===== config.mk =====
export PLATFORM = sky130hd
export DESIGN_NAME = hazard_ctrl
export DESIGN_NICKNAME = d
export VERILOG_FILES = /design/src/rtl/hazard_ctrl.sv
export SDC_FILE = /design/constraint.sdc
export NUM_CORES = 1
export LEC_CHECK = 0
export ABC_AREA = 1
export BUFFER_PORTS_ARGS = -buffer_cell sky130_fd_sc_hd__buf_2
export CORE_UTILIZATION = 40
export CTS_BUF_LIST = sky130_fd_sc_hd__clkbuf_16
export DETAILED_ROUTE_END_ITERATION = 10
export PLACE_DENSITY_LB_ADDON = 0.15
export SYNTH_ARGS = -nofsm -noshare
export SYNTH_HDL_FRONTEND = slang
export SYNTH_SLANG_ARGS = --single-unit

===== constraint.sdc =====
create_clock -name CLK -period 3.1 [get_ports CLK]
set_input_delay 0.62 -clock CLK [delete_from_list [all_inputs] [get_ports CLK]]
set_output_delay 0.62 -clock CLK [all_outputs]
set_load 0.01 [all_outputs]

===== src/rtl/hazard_ctrl.sv =====
// rtl/hazard_ctrl.sv - pipeline hazard controller: load-use, memory wait, branch flush, halt.
// Optional stall-cycle counter selected by HAZARD_PERF_EN.
module hazard_ctrl (
  input  logic        CLK,
  input  logic        nRST,
  input  logic        ihit,
  input  logic        dhit,
  input  logic        ex_dREN,
  input  logic [4:0]  ex_RW,
  input  logic [4:0]  id_rs,
  input  logic [4:0]  id_rt,
  input  logic        id_uses_rt,
  input  logic        mem_req,
  input  logic        br_taken,
  input  logic        wb_halt,
  output logic        pc_en,
  output logic        ifid_stall,
  output logic        ifid_flush,
  output logic        idex_stall,
  output logic        idex_flush,
  output logic        exmem_stall,
  output logic        halted,
  output logic [31:0] stall_cnt
);

  typedef enum logic [1:0] {RUN, MEMWAIT, FLUSH, HALTED} state_t;

  state_t state_q, state_d;
  logic   load_use;
  logic   mem_wait;

  always_ff @(posedge CLK or negedge nRST) begin
    if (!nRST) state_q <= RUN;
    else       state_q <= state_d;
  end

  assign load_use = ex_dREN && (ex_RW != 5'd0) &&
                    ((ex_RW == id_rs) || (id_uses_rt && (ex_RW == id_rt)));

  // Once waiting, only dhit releases the stall; mem_req need not stay asserted.
  assign mem_wait = (state_q == MEMWAIT) ? !dhit : (mem_req && !dhit);

  always_comb begin
    state_d     = state_q;
    pc_en       = 1'b0;
    ifid_stall  = 1'b0;
    ifid_flush  = 1'b0;
    idex_stall  = 1'b0;
    idex_flush  = 1'b0;
    exmem_stall = 1'b0;
    halted      = 1'b0;
    if (nRST) begin
      case (state_q)
        HALTED: begin
          halted      = 1'b1;
          ifid_stall  = 1'b1;
          idex_stall  = 1'b1;
          exmem_stall = 1'b1;
        end
        FLUSH: begin
          if (wb_halt) begin
            state_d = HALTED;
          end else begin
            // Flush stays up until a fetch actually completes.
            ifid_flush = 1'b1;
            idex_flush = 1'b1;
            pc_en      = ihit;
            state_d    = ihit ? RUN : FLUSH;
          end
        end
        default: begin
          if (wb_halt) begin
            state_d = HALTED;
          end else if (mem_wait) begin
            ifid_stall  = 1'b1;
            idex_stall  = 1'b1;
            exmem_stall = 1'b1;
            state_d     = MEMWAIT;
          end else if (br_taken) begin
            ifid_flush = 1'b1;
            idex_flush = 1'b1;
            pc_en      = ihit;
            state_d    = ihit ? RUN : FLUSH;
          end else if (load_use) begin
            ifid_stall = 1'b1;
            idex_flush = 1'b1;
            state_d    = RUN;
          end else begin
            pc_en   = ihit;
            state_d = RUN;
          end
        end
      endcase
    end
  end

`ifdef HAZARD_PERF_EN
  logic [31:0] stall_cnt_q;

  always_ff @(posedge CLK or negedge nRST) begin
    if (!nRST) begin
      stall_cnt_q <= 32'd0;
    end else if (!pc_en && (state_q != HALTED) && (stall_cnt_q != 32'hFFFF_FFFF)) begin
      stall_cnt_q <= stall_cnt_q + 32'd1;
    end
  end

  assign stall_cnt = stall_cnt_q;
`else
  assign stall_cnt = 32'd0;
`endif

endmodule


==> results.py <==
metrics = {
    "floorplan": {
        "coreArea_um2": 1560,
        "width_of_the_chip_um": 43.5,
        "die_y_extent_um": 43.5,
        "dieArea_um2": 1890,
        "floorplan.initialDensity_pct": 44.1,
        "floorplan.io_pins": 63,
        "total_number_of_placement_rows": 14,
    },
    "timing": {
        "final_hold_fails": 0,
        "clock-skew-final_ns": 0.00127,
        "fmaxAchievable_ghz": 0.446,
        "post-route-min-period_ns": 2.24,
        "slew_violations": 0,
        "rsz_0062_raised_after_global_routing": "no",
        "finalSetupTns_ns": 0,
        "fin_crit_sh_pct": 72.4,
        "report.final.setup_viol": 0,
    },
    "logic_synthesis": {
        "postSynthAreaPerCell_um2": 5.51,
        "cell_taking_the_most_area_after_synthesis": "sky130_fd_sc_hd__buf_4",
        "ys_seq_area_share_pct": 7.27,
        "netlist-cell-type-count": 20,
        "synth.top_cell.area_share_pct": 36.0,
        "post_synth_instance_area_um2": 688,
        "synth-seq-cells": 2,
        "synthCells": 125,
        "synth.yosys.warnings": 0,
        "synth_area_leaders": "sky130_fd_sc_hd__buf_4 (36%), sky130_fd_sc_hd__nand2_1 (17%), sky130_fd_sc_hd__inv_1 (9.8%), sky130_fd_sc_hd__dfrtp_1 (7.3%), sky130_fd_sc_hd__nor2_1 (6.5%)",
    },
    "global_routing": {
        "number_of_global_route_vias_before_repair": 569,
        "grt_util_all_layers_pct": 14.6,
        "grt_remaining_overflow": 0,
        "grt_max_degree": 10,
        "grt_first_pass_wirelength_um": 2140,
        "antenna_found_initial": 0,
    },
    "final_layout": {
        "reg_top3": "state_q (2)",
        "finish.net_count": 182,
        "synthesis_to_layout_area_growth_pct": 16.5,
        "mostFrequentLayoutCells": "sky130_fd_sc_hd__nand2_1 (32), sky130_fd_sc_hd__conb_1 (32), sky130_fd_sc_hd__buf_2 (30)",
        "post_layout_nonfiller_instances": 172,
        "insertedDiodeCount": 0,
        "largest_register_ffs": 2,
        "fillers": 183,
        "largest_register": "state_q",
        "drive_gt1_share_pct": 26.3,
    },
    "placement": {
        "place.gp.congestion": 0.773,
        "placed_cells": 169,
        "io_buffer_count": 30,
        "dp_hpwl_um": 1090,
    },
    "cts": {
        "post-cts-setup-buffer-count": 0,
        "cts_root_buffer": "sky130_fd_sc_hd__clkbuf_16",
        "clock-sinks": 2,
        "cts-hold-fix-buffers": 0,
        "clkTransAtPathRegs_ns": 0.03,
        "worstSkewPairLatency_ns": 0.22,
        "cts_buffer_depth": 2,
        "ctsResizeCount": 0,
        "cts_inserted_buffers": 3,
        "tritoncts": "yes",
        "htree_levels": 1,
    },
    "critical_path": {
        "critPathRequiredTime_ns": 2.48,
        "cp_top_family": "compound AO/OA/AOI/OAI gates",
        "cpPeakStageDelay_ns": 0.38,
        "worst-path-max-fanout": 5,
        "critPathArrivalTime_ns": 1.62,
        "type_of_the_setup_path_with_the_least_slack": "reg2out",
        "reg2reg_depth": 6,
        "cp_slowest_cell": "sky130_fd_sc_hd__dfrtp_1",
        "critical_path.n_buffers_inverters": 2,
        "cp_cell_sequence": "inv_1 -> nor2_1 -> o21bai_2 -> nand2_1 -> o21ai_0 -> nand3_1 -> o21ai_0 -> buf_2",
        "cp.depth": 8,
        "setup.worst_path.end_class": "output pin",
        "worst_setup_path_start_kind": "flip-flop",
        "timing.critical_path.mode_cell": "sky130_fd_sc_hd__o21ai_0",
    },
    "drt": {
        "drt_iter0_markers": 22,
        "route.detailed.wl_per_inst_um": 7.56,
        "via_per_inst": 4.09,
        "drt_drc_violations_left": 10,
        "drt_first_pass_iters": 8,
        "antenna_left": 0,
        "detail_route.wirelength_um": 1300,
        "via_count": 704,
    },
    "job": {
        "max_cap_viol_count": 0,
    },
    "outcome": {
        "run_status": "finished, violations left",
        "failed_checks": "design-rule violations",
    },
    "power": {
        "finalPower_mw": 0.422,
        "power.leakage_nw": 0.555,
        "power_per_cell_area_nw_per_um2": 526,
        "irDropWorstVdd_mv": 0.228,
    },
    "min_path": {
        "hold_class": "in2async",
    },
}
## final timing paths
| check | from | endpoint | slack [ns] |
|---|---|---|---|
| max | state_q[0]$_DFFE_PN0P_ | idex_flush | 0.86 |
| min | nRST | state_q[0]$_DFFE_PN0P_ | 0.21 |
| max reg2reg | state_q[0]$_DFFE_PN0P_ | state_q[0]$_DFFE_PN0P_ | 1.87 |
| min reg2reg | state_q[0]$_DFFE_PN0P_ | state_q[0]$_DFFE_PN0P_ | 0.54 |
| max in group asynchronous | nRST | state_q[1]$_DFFE_PN0P_ | 2.75 |
| min in group CLK | state_q[0]$_DFFE_PN0P_ | state_q[0]$_DFFE_PN0P_ | 0.54 |
## worst reg2reg max path: stages, from the launching register on
cell and delay (ns):
sky130_fd_sc_hd__dfrtp_1 0.38, sky130_fd_sc_hd__inv_1 0.14, sky130_fd_sc_hd__nor2_1 0.07, sky130_fd_sc_hd__o21bai_2 0.20
sky130_fd_sc_hd__nand2_1 0.09, sky130_fd_sc_hd__o21ai_0 0.09, sky130_fd_sc_hd__o21ai_0 0.11
## where the power goes
group	leakage [nW]	internal (mW)	switching, mW
logic	0.496	0.0613	0.119
clock network	0.0370	0.164	0.0331
registers	0.0226	0.0369	0.00728
## cell usage after synthesis
cell type / count
sky130_fd_sc_hd__a21boi_0: 1
sky130_fd_sc_hd__a21oi_1: 2
sky130_fd_sc_hd__a21oi_2: 1
sky130_fd_sc_hd__a221oi_1: 1
sky130_fd_sc_hd__buf_4: 33
sky130_fd_sc_hd__conb_1: 1
sky130_fd_sc_hd__dfrtp_1: 2
sky130_fd_sc_hd__inv_1: 18
sky130_fd_sc_hd__inv_2: 4
sky130_fd_sc_hd__nand2_1: 32
sky130_fd_sc_hd__nand2_2: 1
sky130_fd_sc_hd__nand3_1: 5
sky130_fd_sc_hd__nand4_1: 1
sky130_fd_sc_hd__nor2_1: 12
sky130_fd_sc_hd__nor3_1: 2
sky130_fd_sc_hd__o21ai_0: 5
sky130_fd_sc_hd__o21ai_1: 1
sky130_fd_sc_hd__o21bai_2: 1
sky130_fd_sc_hd__or2_2: 1
sky130_fd_sc_hd__xnor2_1: 1
## kinds of logic (layout without fill, tap and decap cells)
kind of cell           after synthesis  count (layout)  synth area share, %
flip-flops                           2               2                 7.27
XOR/XNOR                             1               1                 1.27
AND/OR/NAND/NOR                     54              54                 31.8
other                                1              32                0.545
AO/OA/AOI/OAI                       12              12                 11.1
buffers and inverters               55              55                 48.0
## cell type report
class	count	area [um2]	area share, %
Tap cell	16	20.0	2.50
Multi-Input combinational cell	99	424	52.9
Inverter	22	82.6	10.3
Sequential cell	2	50.0	6.24
Clock buffer	3	75.1	9.36
Timing Repair Buffer	30	150	18.7
## metrics by stage
| stage | utilization, % | setup slack, ns | cell area [um2] | hold slack, ns |
|---|---|---|---|---|
| floorplan | - | 0.960 | 805 | 0.324 |
| global placement | 46.6 | 0.862 | 727 | 0.443 |
| detailed placement | 46.6 | 0.869 | 727 | 0.446 |
| CTS | 51.4 | 0.854 | 802 | 0.213 |
| global route | 51.4 | 0.726 | 802 | 0.223 |
| finish | 51.4 | 0.856 | 802 | 0.214 |
## metal layers
layer / routed length (um) / vias to the layer above / part of all wire, % / GRT usage (%)
li1: - / 374 / - / -
met1: 558 / 288 / 43 / 17.4
met5: 0 / - / 0 / 0
met3: 104 / 2 / 8.0 / 3.75
met4: 12 / 0 / 0.92 / 3.75
met2: 625 / 40 / 48 / 26.1
No activity file was read; power rests on OpenSTA's default activity.
